`src/rtl/status_reporter.sv`:
```
`default_nettype none
// +--------------------------------------------------------------------------+
// | Module   : status_reporter                                               |
// | Purpose  : Counts RX/modulator FIFO events and streams a periodic status |
// |            frame to the FT245 transmit interface. Optional checksum byte |
// |            is built when STATUS_CHECKSUM_EN is defined.                  |
// | Revision : 1.0  initial release                                          |
// +--------------------------------------------------------------------------+
module status_reporter #(
  parameter int unsigned PERIOD_CLKS = 1280000
) (
  input  logic       clk,
  input  logic       rst,
  input  logic       enable,
  input  logic       rx_valid_si,
  input  logic       fifo_full,
  input  logic       fifo_empty,
  input  logic       read_sample,
  output logic [7:0] tx_data_si,
  output logic       tx_valid_si,
  input  logic       tx_ready_si
);

  localparam int unsigned     c_tmr_w    = (PERIOD_CLKS > 1) ? $clog2(PERIOD_CLKS) : 1;
  localparam logic [c_tmr_w-1:0] c_tmr_last = c_tmr_w'(PERIOD_CLKS - 1);
  localparam logic [7:0]      c_sync     = 8'hA5;
`ifdef STATUS_CHECKSUM_EN
  localparam logic [3:0]      c_last_idx = 4'd8;
`else
  localparam logic [3:0]      c_last_idx = 4'd7;
`endif

  typedef enum logic [0:0] {
    ST_IDLE = 1'b0,
    ST_SEND = 1'b1
  } state_t;

  state_t               r_state;
  logic [c_tmr_w-1:0]   r_timer;
  logic                 r_pending;
  logic [3:0]           r_idx;
  logic [7:0]           r_seq;
  logic [7:0]           r_tx_data;
  logic                 r_tx_valid;

  logic [15:0]          r_rx_cnt;
  logic [15:0]          r_rd_cnt;
  logic [7:0]           r_ovf_cnt;
  logic [7:0]           r_udf_cnt;

  logic [15:0]          r_snap_rx;
  logic [15:0]          r_snap_rd;
  logic [7:0]           r_snap_ovf;
  logic [7:0]           r_snap_udf;
`ifdef STATUS_CHECKSUM_EN
  logic [7:0]           r_snap_csum;
  logic [7:0]           w_csum;
`endif

  logic                 w_rx_acc;
  logic                 w_rd_acc;
  logic                 w_ovf_ev;
  logic                 w_udf_ev;
  logic                 w_tick;
  logic                 w_load;
  logic [3:0]           w_next_idx;
  logic [7:0]           w_next_byte;

  assign w_rx_acc   = rx_valid_si & ~fifo_full;
  assign w_rd_acc   = read_sample & ~fifo_empty;
  assign w_ovf_ev   = rx_valid_si &  fifo_full;
  assign w_udf_ev   = read_sample &  fifo_empty;
  assign w_tick     = enable & (r_timer == c_tmr_last);
  assign w_load     = (r_state == ST_IDLE) & r_pending;
  assign w_next_idx = r_idx + 4'd1;

  assign tx_data_si  = r_tx_data;
  assign tx_valid_si = r_tx_valid;

  // Report period timer; held at zero while disabled.
  always_ff @(posedge clk) begin
    if (rst || !enable) begin
      r_timer <= '0;
    end else if (r_timer == c_tmr_last) begin
      r_timer <= '0;
    end else begin
      r_timer <= r_timer + c_tmr_w'(1);
    end
  end

  // A tick arriving while a request is already pending is simply absorbed.
  always_ff @(posedge clk) begin
    if (rst) begin
      r_pending <= 1'b0;
    end else if (w_load) begin
      r_pending <= 1'b0;
    end else if (w_tick) begin
      r_pending <= 1'b1;
    end
  end

  // Live counters restart on the snapshot edge, keeping any coincident event.
  always_ff @(posedge clk) begin
    if (rst) begin
      r_rx_cnt  <= '0;
      r_rd_cnt  <= '0;
      r_ovf_cnt <= '0;
      r_udf_cnt <= '0;
    end else if (w_load) begin
      r_rx_cnt  <= {15'd0, w_rx_acc};
      r_rd_cnt  <= {15'd0, w_rd_acc};
      r_ovf_cnt <= {7'd0, w_ovf_ev};
      r_udf_cnt <= {7'd0, w_udf_ev};
    end else begin
      if (w_rx_acc && (r_rx_cnt != 16'hFFFF)) r_rx_cnt  <= r_rx_cnt + 16'd1;
      if (w_rd_acc && (r_rd_cnt != 16'hFFFF)) r_rd_cnt  <= r_rd_cnt + 16'd1;
      if (w_ovf_ev && (r_ovf_cnt != 8'hFF))   r_ovf_cnt <= r_ovf_cnt + 8'd1;
      if (w_udf_ev && (r_udf_cnt != 8'hFF))   r_udf_cnt <= r_udf_cnt + 8'd1;
    end
  end

`ifdef STATUS_CHECKSUM_EN
  assign w_csum = r_seq ^ r_rx_cnt[15:8] ^ r_rx_cnt[7:0] ^ r_rd_cnt[15:8]
                ^ r_rd_cnt[7:0] ^ r_ovf_cnt ^ r_udf_cnt;
`endif

  always_ff @(posedge clk) begin
    if (rst) begin
      r_snap_rx   <= '0;
      r_snap_rd   <= '0;
      r_snap_ovf  <= '0;
      r_snap_udf  <= '0;
`ifdef STATUS_CHECKSUM_EN
      r_snap_csum <= '0;
`endif
    end else if (w_load) begin
      r_snap_rx   <= r_rx_cnt;
      r_snap_rd   <= r_rd_cnt;
      r_snap_ovf  <= r_ovf_cnt;
      r_snap_udf  <= r_udf_cnt;
`ifdef STATUS_CHECKSUM_EN
      r_snap_csum <= w_csum;
`endif
    end
  end

  // Byte following the one currently on the bus; byte 0 is loaded directly.
  always_comb begin
    w_next_byte = 8'h00;
    case (w_next_idx)
      4'd1:    w_next_byte = r_seq;
      4'd2:    w_next_byte = r_snap_rx[15:8];
      4'd3:    w_next_byte = r_snap_rx[7:0];
      4'd4:    w_next_byte = r_snap_rd[15:8];
      4'd5:    w_next_byte = r_snap_rd[7:0];
      4'd6:    w_next_byte = r_snap_ovf;
      4'd7:    w_next_byte = r_snap_udf;
`ifdef STATUS_CHECKSUM_EN
      4'd8:    w_next_byte = r_snap_csum;
`endif
      default: w_next_byte = 8'h00;
    endcase
  end

  always_ff @(posedge clk) begin
    if (rst) begin
      r_state    <= ST_IDLE;
      r_idx      <= '0;
      r_seq      <= '0;
      r_tx_data  <= 8'h00;
      r_tx_valid <= 1'b0;
    end else begin
      case (r_state)
        ST_IDLE: begin
          if (r_pending) begin
            r_state    <= ST_SEND;
            r_idx      <= '0;
            r_tx_data  <= c_sync;
            r_tx_valid <= 1'b1;
          end
        end
        ST_SEND: begin
          if (tx_ready_si) begin
            if (r_idx == c_last_idx) begin
              r_state    <= ST_IDLE;
              r_idx      <= '0;
              r_seq      <= r_seq + 8'd1;
              r_tx_data  <= 8'h00;
              r_tx_valid <= 1'b0;
            end else begin
              r_idx      <= w_next_idx;
              r_tx_data  <= w_next_byte;
            end
          end
        end
        default: begin
          r_state    <= ST_IDLE;
          r_tx_valid <= 1'b0;
        end
      endcase
    end
  end

endmodule
`default_nettype wire

```
`config.mk`:
```
export PLATFORM = sky130hd
export DESIGN_NAME = status_reporter
export DESIGN_NICKNAME = d
export VERILOG_FILES = /design/src/rtl/status_reporter.sv
export SDC_FILE = /design/constraint.sdc
export NUM_CORES = 1
export LEC_CHECK = 0
export ABC_AREA = 1
export ABC_CLOCK_PERIOD_IN_PS = 3200
export BUFFER_PORTS_ARGS = -buffer_cell sky130_fd_sc_hd__buf_2
export CAP_MARGIN = 20
export CELL_PAD_IN_SITES_DETAIL_PLACEMENT = 1
export CELL_PAD_IN_SITES_GLOBAL_PLACEMENT = 2
export CORE_ASPECT_RATIO = 0.5
export CORE_UTILIZATION = 39
export DETAILED_ROUTE_END_ITERATION = 7
export GPL_TIMING_DRIVEN = 0
export MAX_ROUTING_LAYER = met4
export PLACE_DENSITY = 0.95
export SYNTH_ARGS = -nofsm -noshare
export SYNTH_HDL_FRONTEND = slang
export SYNTH_SLANG_ARGS = --single-unit
```
`constraint.sdc`:
```
create_clock -name clk -period 3.2 [get_ports clk]
set_clock_uncertainty 0.1 [all_clocks]
set_input_delay 0.16 -clock clk [delete_from_list [all_inputs] [get_ports clk]]
set_output_delay 0.16 -clock clk [all_outputs]
set_load 0.02 [all_outputs]
```
== Word level (Yosys, flattened, before mapping) ==
Index checks and enable logic that the tools add are counted.

* Register bits after elaboration: 140
* Bits in latches: 0
* RAM bits: 0
* ROM bits: 0
* Input port bits: 8
* Output and inout port bits: 9
* Memories: 0

* $add $sub $neg: 7
* Multiply operators: 0
* Divide/modulo/power cells: 0
* Magnitude comparators: 0
* Eq/ne operators: 16
* Shift-type cells: 0
* Multiplexer cells: 25
* Bitwise operators: 9
* Reductions and logical operators: 15

{| class="wikitable"
|+ Operator list
! kind !! count
|-
| case mux 8 bit (7 select lines) || 1
|-
| adder 16 x 1 -> 16 bit, second input constant || 2
|-
| inequality test 16 bit, second input constant || 2
|-
| adder 8 x 1 -> 8 bit, second input constant || 3
|-
| two-way mux 8 bit || 3
|-
| adder 21 x 1 -> 21 bit, second input constant || 1
|-
| == test 21 bit, second input constant || 1
|-
| == test 4 x 3 -> 1 bit, second input constant || 5
|-
| inequality test 8 bit, second input constant || 2
|-
| case mux 8 bit (2 select lines) || 1
|-
| two-way mux 1 bit || 14
|-
| two-way mux 4 bit || 3
|-
| == test 4 x 2 -> 1 bit, second input constant || 2
|-
| case mux 4 bit (2 select lines) || 1
|-
| nonzero test 2 bit || 4
|-
| AND 1 bit || 6
|-
| AND reduction 3 bit || 2
|-
| adder 4 x 1 -> 4 bit, second input constant || 1
|-
| == test 4 x 1 -> 1 bit, second input constant || 1
|-
| logical AND 1 bit || 4
|-
| inequality test 2 bit, second input constant || 2
|-
| case mux 1 bit (2 select lines) || 2
|-
| OR reduction 2 bit || 2
|-
| inverter 1 bit || 3
|-
| 4 further kinds || 4
|}

== Logic depth before layout (Yosys ltp) ==
* Depth in word-level cells: 6
* Gate-level depth with buffers: 11
* Depth with buffers taken out: 10

== Worst setup path before layout ==
OpenSTA, ideal clock, no wires.

* Kind: flip-flop to flip-flop
* Start point: reg r_idx[0]
* End point: reg r_tx_data[6], in the netlist tx_data_si[6]
* Library setup time: 69 ps
* Arrival: 1,642 ps
* Required time: 3,031 ps
* Path slack: 1,389 ps
* Stages on the path, launching flop included: 10
* Buffers on the path: 1
* Cell sequence: dfxtp_1 > ha_1 > xor2_2 > buf_6 > nand3_1 > nor2_1 > nor2_1 > nand2_1 > nand2_1 > a21oi_2

* Cells in the longest elaborated chain, start to end: 6

{| class="wikitable"
|+ Ends and longest elaborated chain
! what !! line !! RTL
|-
| start, declared || 41 || <nowiki>logic [3:0] r_idx;</nowiki>
|-
| start signal, assigned || 191 || <nowiki>r_idx <= w_next_idx;</nowiki>
|-
| adder 4 x 1 -> 4 bit || 75 || <nowiki>assign w_next_idx = r_idx + 4'd1;</nowiki>
|-
| == test 4 x 3 -> 1 bit (tied with other cells) || 150 || <nowiki>case (w_next_idx)</nowiki>
|-
| case mux 8 bit (7 select lines) || 150 ||
|-
| two-way mux 8 bit (*) || 184 || <nowiki>if (r_idx == c_last_idx) begin</nowiki>
|-
| two-way mux 8 bit (*) || 183 || <nowiki>if (tx_ready_si) begin</nowiki>
|-
| case mux 8 bit (2 select lines) (*) || 173 || <nowiki>case (r_state)</nowiki>
|-
| end signal, assigned || 178 || <nowiki>r_tx_data <= c_sync;</nowiki>
|-
| end signal, assigned || 192 || <nowiki>r_tx_data <= w_next_byte;</nowiki>
|-
| end, declared || 43 || <nowiki>logic [7:0] r_tx_data;</nowiki>
|}

Every way passes the cells marked *; elsewhere a longest branch is shown, timed or not. The select of a mux whose other input is x is not followed.
A chain may end at the register's enable or synchronous reset.

== Worst setup path after layout ==
* Start point: reg r_rx_cnt[0]
* End point: reg r_rx_cnt[0]

* Cells in the longest elaborated chain, start to end: 3

{| class="wikitable"
|+ Ends and longest elaborated chain
! what !! line !! RTL
|-
| start, declared || 46 || <nowiki>logic [15:0] r_rx_cnt;</nowiki>
|-
| start signal, assigned || 110 || <nowiki>r_rx_cnt <= {15'd0, w_rx_acc};</nowiki>
|-
| start signal, assigned || 115 || <nowiki>if (w_rx_acc && (r_rx_cnt != 16'hFFFF)) r_rx_cnt <= r_rx_cnt + 16'd1;</nowiki>
|-
| adder 16 x 1 -> 16 bit or inequality test 16 bit (tied branches) || 115 ||
|-
| two-way mux 1 bit or logical AND 1 bit (tied branches) || 115 ||
|-
| two-way mux 1 bit or nonzero test 2 bit (tied branches) || -- ||
|}

Parallel ways exist; a longest one is shown, timed or not. The select of a mux whose other input is x is not followed.

==> impl_results.md <==
* Outcome: finished clean
* Yosys cell types at 34
* Fin cells at between 1,000 and 1,500
* CP Max Fanout at 10
* Nature of the critical path startpoint: register
* Syn Inst Count at 935
* Layout Nets at approximately 1,000
* Top cells by count, synth: nand2_1, dfxtp_1, inv_1
* Pint at about 2.8 mW
* Avg Cell Area, Syn at 7.134 sq um
* Leading area contributor after synthesis: dfxtp_1
* Core region area at 0.01656 sq mm
* Total GRT Usage at 0.2614
* Footprint of the multi-input gates at between 0.003 and 0.004 sq mm
* Vias per cell at 5.362
* Largest net degree at the start of global routing at 17
* CP endpoint kind: register
* Synthesis warning total at 0
* Synth Cell Area at about 0.0067 sq mm
* Worst Path Required at roughly 3.4 ns
* Slew @ Worst Pin at 0.7732 ns
* Slowest stage delay, CP at between 0.5 and 0.6 ns
* Clk buf depth at 2
* Antenna viol nets, final at 0
* Starting density of the core at 0.4029
* LEAKAGE at 2.869 nW
* Post-layout minimum cycle time at ~2.5 ns
* Avg WL per Cell at between 15 and 20 microns
* Layout cells sized above 1 at 0.08788
* Seq/Total Area, Yosys at 0.4202
* Register area at ~0.0028 sq mm
* Area post-placement at approximately 0.007 sq mm
* P_sw at 1.016 mW
* CP max-delay cell: dlygate4sd3_1
* Net Sw Frac at 0.2647
* Fillers at 2,137
* Count leader, synth: nand2_1
* Antenna cells at 0
* Post-CTS Setup Bufs at 0
* Drt first pass iters at 4
* Layout Area Growth over Synthesis at 15.14%
* Max_cap viols at 0
* 1st-iter DRT viols at slightly above 400
* Routed vias at about 6,500
* Die H at 94.48 microns
* DRC at 0
* Final worst-path cycle share at 0.7960
* Row count at 33
* Seq pwr share at 0.458
* Async S/R FF share, synth at 0
* Post-synth EDFFs at 0
* CTS sink cnt at 140
* Setup TNS at 0 ns
* Rel. slew slack at 0.4845
* Post-Place Cells at between 1,000 and 1,500
* Antenna violations before repair at 0
* Setup violators final at 0
* Top area cells in the synthesized netlist: dfxtp_1, nand2_1, nand4_1, inv_1, o21ai_0
* Num CTS Buffers at 17
* Clock latency on the worst-skew pair at 0.43 ns
* Gate power share at 0.029
* Most used flip-flop cell after synthesis: dfxtp_1
* CP most frequent cell: nand3_1
* Worst-path clk slew at about 0.07 ns
* Fin. Hold Viols at 0
* CTS tree: built
* Post-detail-place hpwl at 15,840 microns
* Post-CTS sizing at 0
* CP arrival at around 2.8 ns
* Pwr Density at ~500 mW/mm^2
* Total congestion overflow at 0
* Clk Tree Root Cell: clkbuf_16
* IO Port Bufs at 16
* Synth top area share at 0.4202
* Final instance area at approximately 0.0077 sq mm
* VDD IR max at about 0.4 mV
* Die X at between 150 and 200 microns
* RSZ-0062 raised after global routing: false
* Number of synthesized register bits at 140
* Pins Over Slew Limit at 0
* Clock power frac at 0.512
* Syn nets at roughly 950
* Vias in the first global route at around 6,500
* Fmax at just under 400 MHz
* RD Place Congestion at around 0.90
* Die area at between 0.015 and 0.02 sq mm
* WHS at about 0.11 ns
* Cts hold-fix bufs at 7
* Critical path class: reg -> reg
* # IOs at 17
* Htree depth at 4
* Crit-path cells: ha_1 -> nand3_1 -> nor2_1 -> nand3_1 -> nand2_1 -> clkbuf_1 -> a21oi_1 -> o21ai_0 -> o31ai_1 -> dlygate4sd3_1
* Global-route wire length before repair at 34,440 microns
* WL final at 21,400 microns
* Total power at ~3.8 mW
* Min-Delay Path Class: in -> reg
* R2r setup slk at about 0.65 ns
## power groups by stage
| stage | Clock [mW] | Sequential (mW) | Combinational, mW |
|---|---|---|---|
| 3_5_place_dp | 0 | 1.80 | 0.105 |
| 4_1_cts | 2.00 | 1.76 | 0.113 |
| 3_3_place_gp | 0 | 1.80 | 0.101 |
| 2_1_floorplan | 0 | 1.80 | 0.0605 |
| 6_report | 1.97 | 1.76 | 0.113 |
| 5_1_grt | 2.08 | 1.76 | 0.124 |
## cell usage in the layout, fill, tap and decap left out, drive strengths merged
master,count
a211oi,6
nor4,5
o22ai,7
clkinv,4
o31ai,1
o21ai,65
nand3b,1
nor3b,1
a31oi,1
o21a,1
or2,5
dlygate4sd3,7
o211a,1
xor2,17
nand3,48
nand2,226
buf,35
dfxtp,140
ha,11
nor3,39
clkbuf,37
inv,108
nor2,89
xnor2,4
nand4,65
a21oi,66
## metrics by stage
step                      setup slack [ns]    util
after detailed placement            0.9750  0.4248
after global placement              0.9904  0.4248
after CTS                           0.6520  0.4638
after global routing                0.4067  0.4638
final                               0.6529  0.4638
after floorplan                      1.389       -
## routing by layer
| metal | share of wire | wire (microns) | vias up | global-route usage |
|---|---|---|---|---|
| met2 | 0.44 | 9459 | 118 | 0.4104 |
| met1 | 0.51 | 10810 | 3181 | 0.3443 |
| met5 | 0 | 0 | - | - |
| met4 | 0.015 | 314 | 0 | 0.07719 |
| li1 | - | - | 3201 | - |
| met3 | 0.038 | 808 | 25 | 0.04831 |
## final timing paths
kind | start | end | cells after the start
min | tx_ready_si | tx_data_si[1] | 5
max reg2reg | r_rx_cnt[0] | r_rx_cnt[0] | 10
min reg2reg | r_timer[0] | r_timer[0] | 1
max | r_rx_cnt[0] | r_rx_cnt[0] | 10
## critical path: cells and delay by family, from the launching register on
family | cells | cell delay (ns)
buffers and inverters | 2 | 0.95
AOI/OAI and AO/OA | 3 | 0.29
DFF | 1 | 0.42
and+or+nand+nor | 4 | 0.44
adders and majority gates | 1 | 0.23
## cells by family (layout without fill, tap and decap cells)
logic type / after synthesis / count (layout) / synth area share
xor+xnor: 21 / 21 / 0.03152
simple gates: 479 / 479 / 0.3178
buf+inv: 136 / 191 / 0.09135
flops: 140 / 140 / 0.4202
compound gates: 148 / 148 / 0.1186
fa+ha+maj: 11 / 11 / 0.02063
## cell type report
type / count / area share
timing repair buffer: 23 / 0.01955
tap: 227 / 0.03698
multi-input combinational: 659 / 0.4242
inverter: 97 / 0.04741
clock inverter: 15 / 0.01955
buffer: 39 / 0.03193
clock buffer: 17 / 0.05539
sequential: 140 / 0.3649
## registers in the layout, indices dropped and copies added (netlist names), 16 cells and up
name / count
r_snap_rd: 16
r_rd_cnt: 16
r_rx_cnt: 16
r_timer: 21
r_snap_rx: 16
No activity file was read; power rests on OpenSTA's default activity.
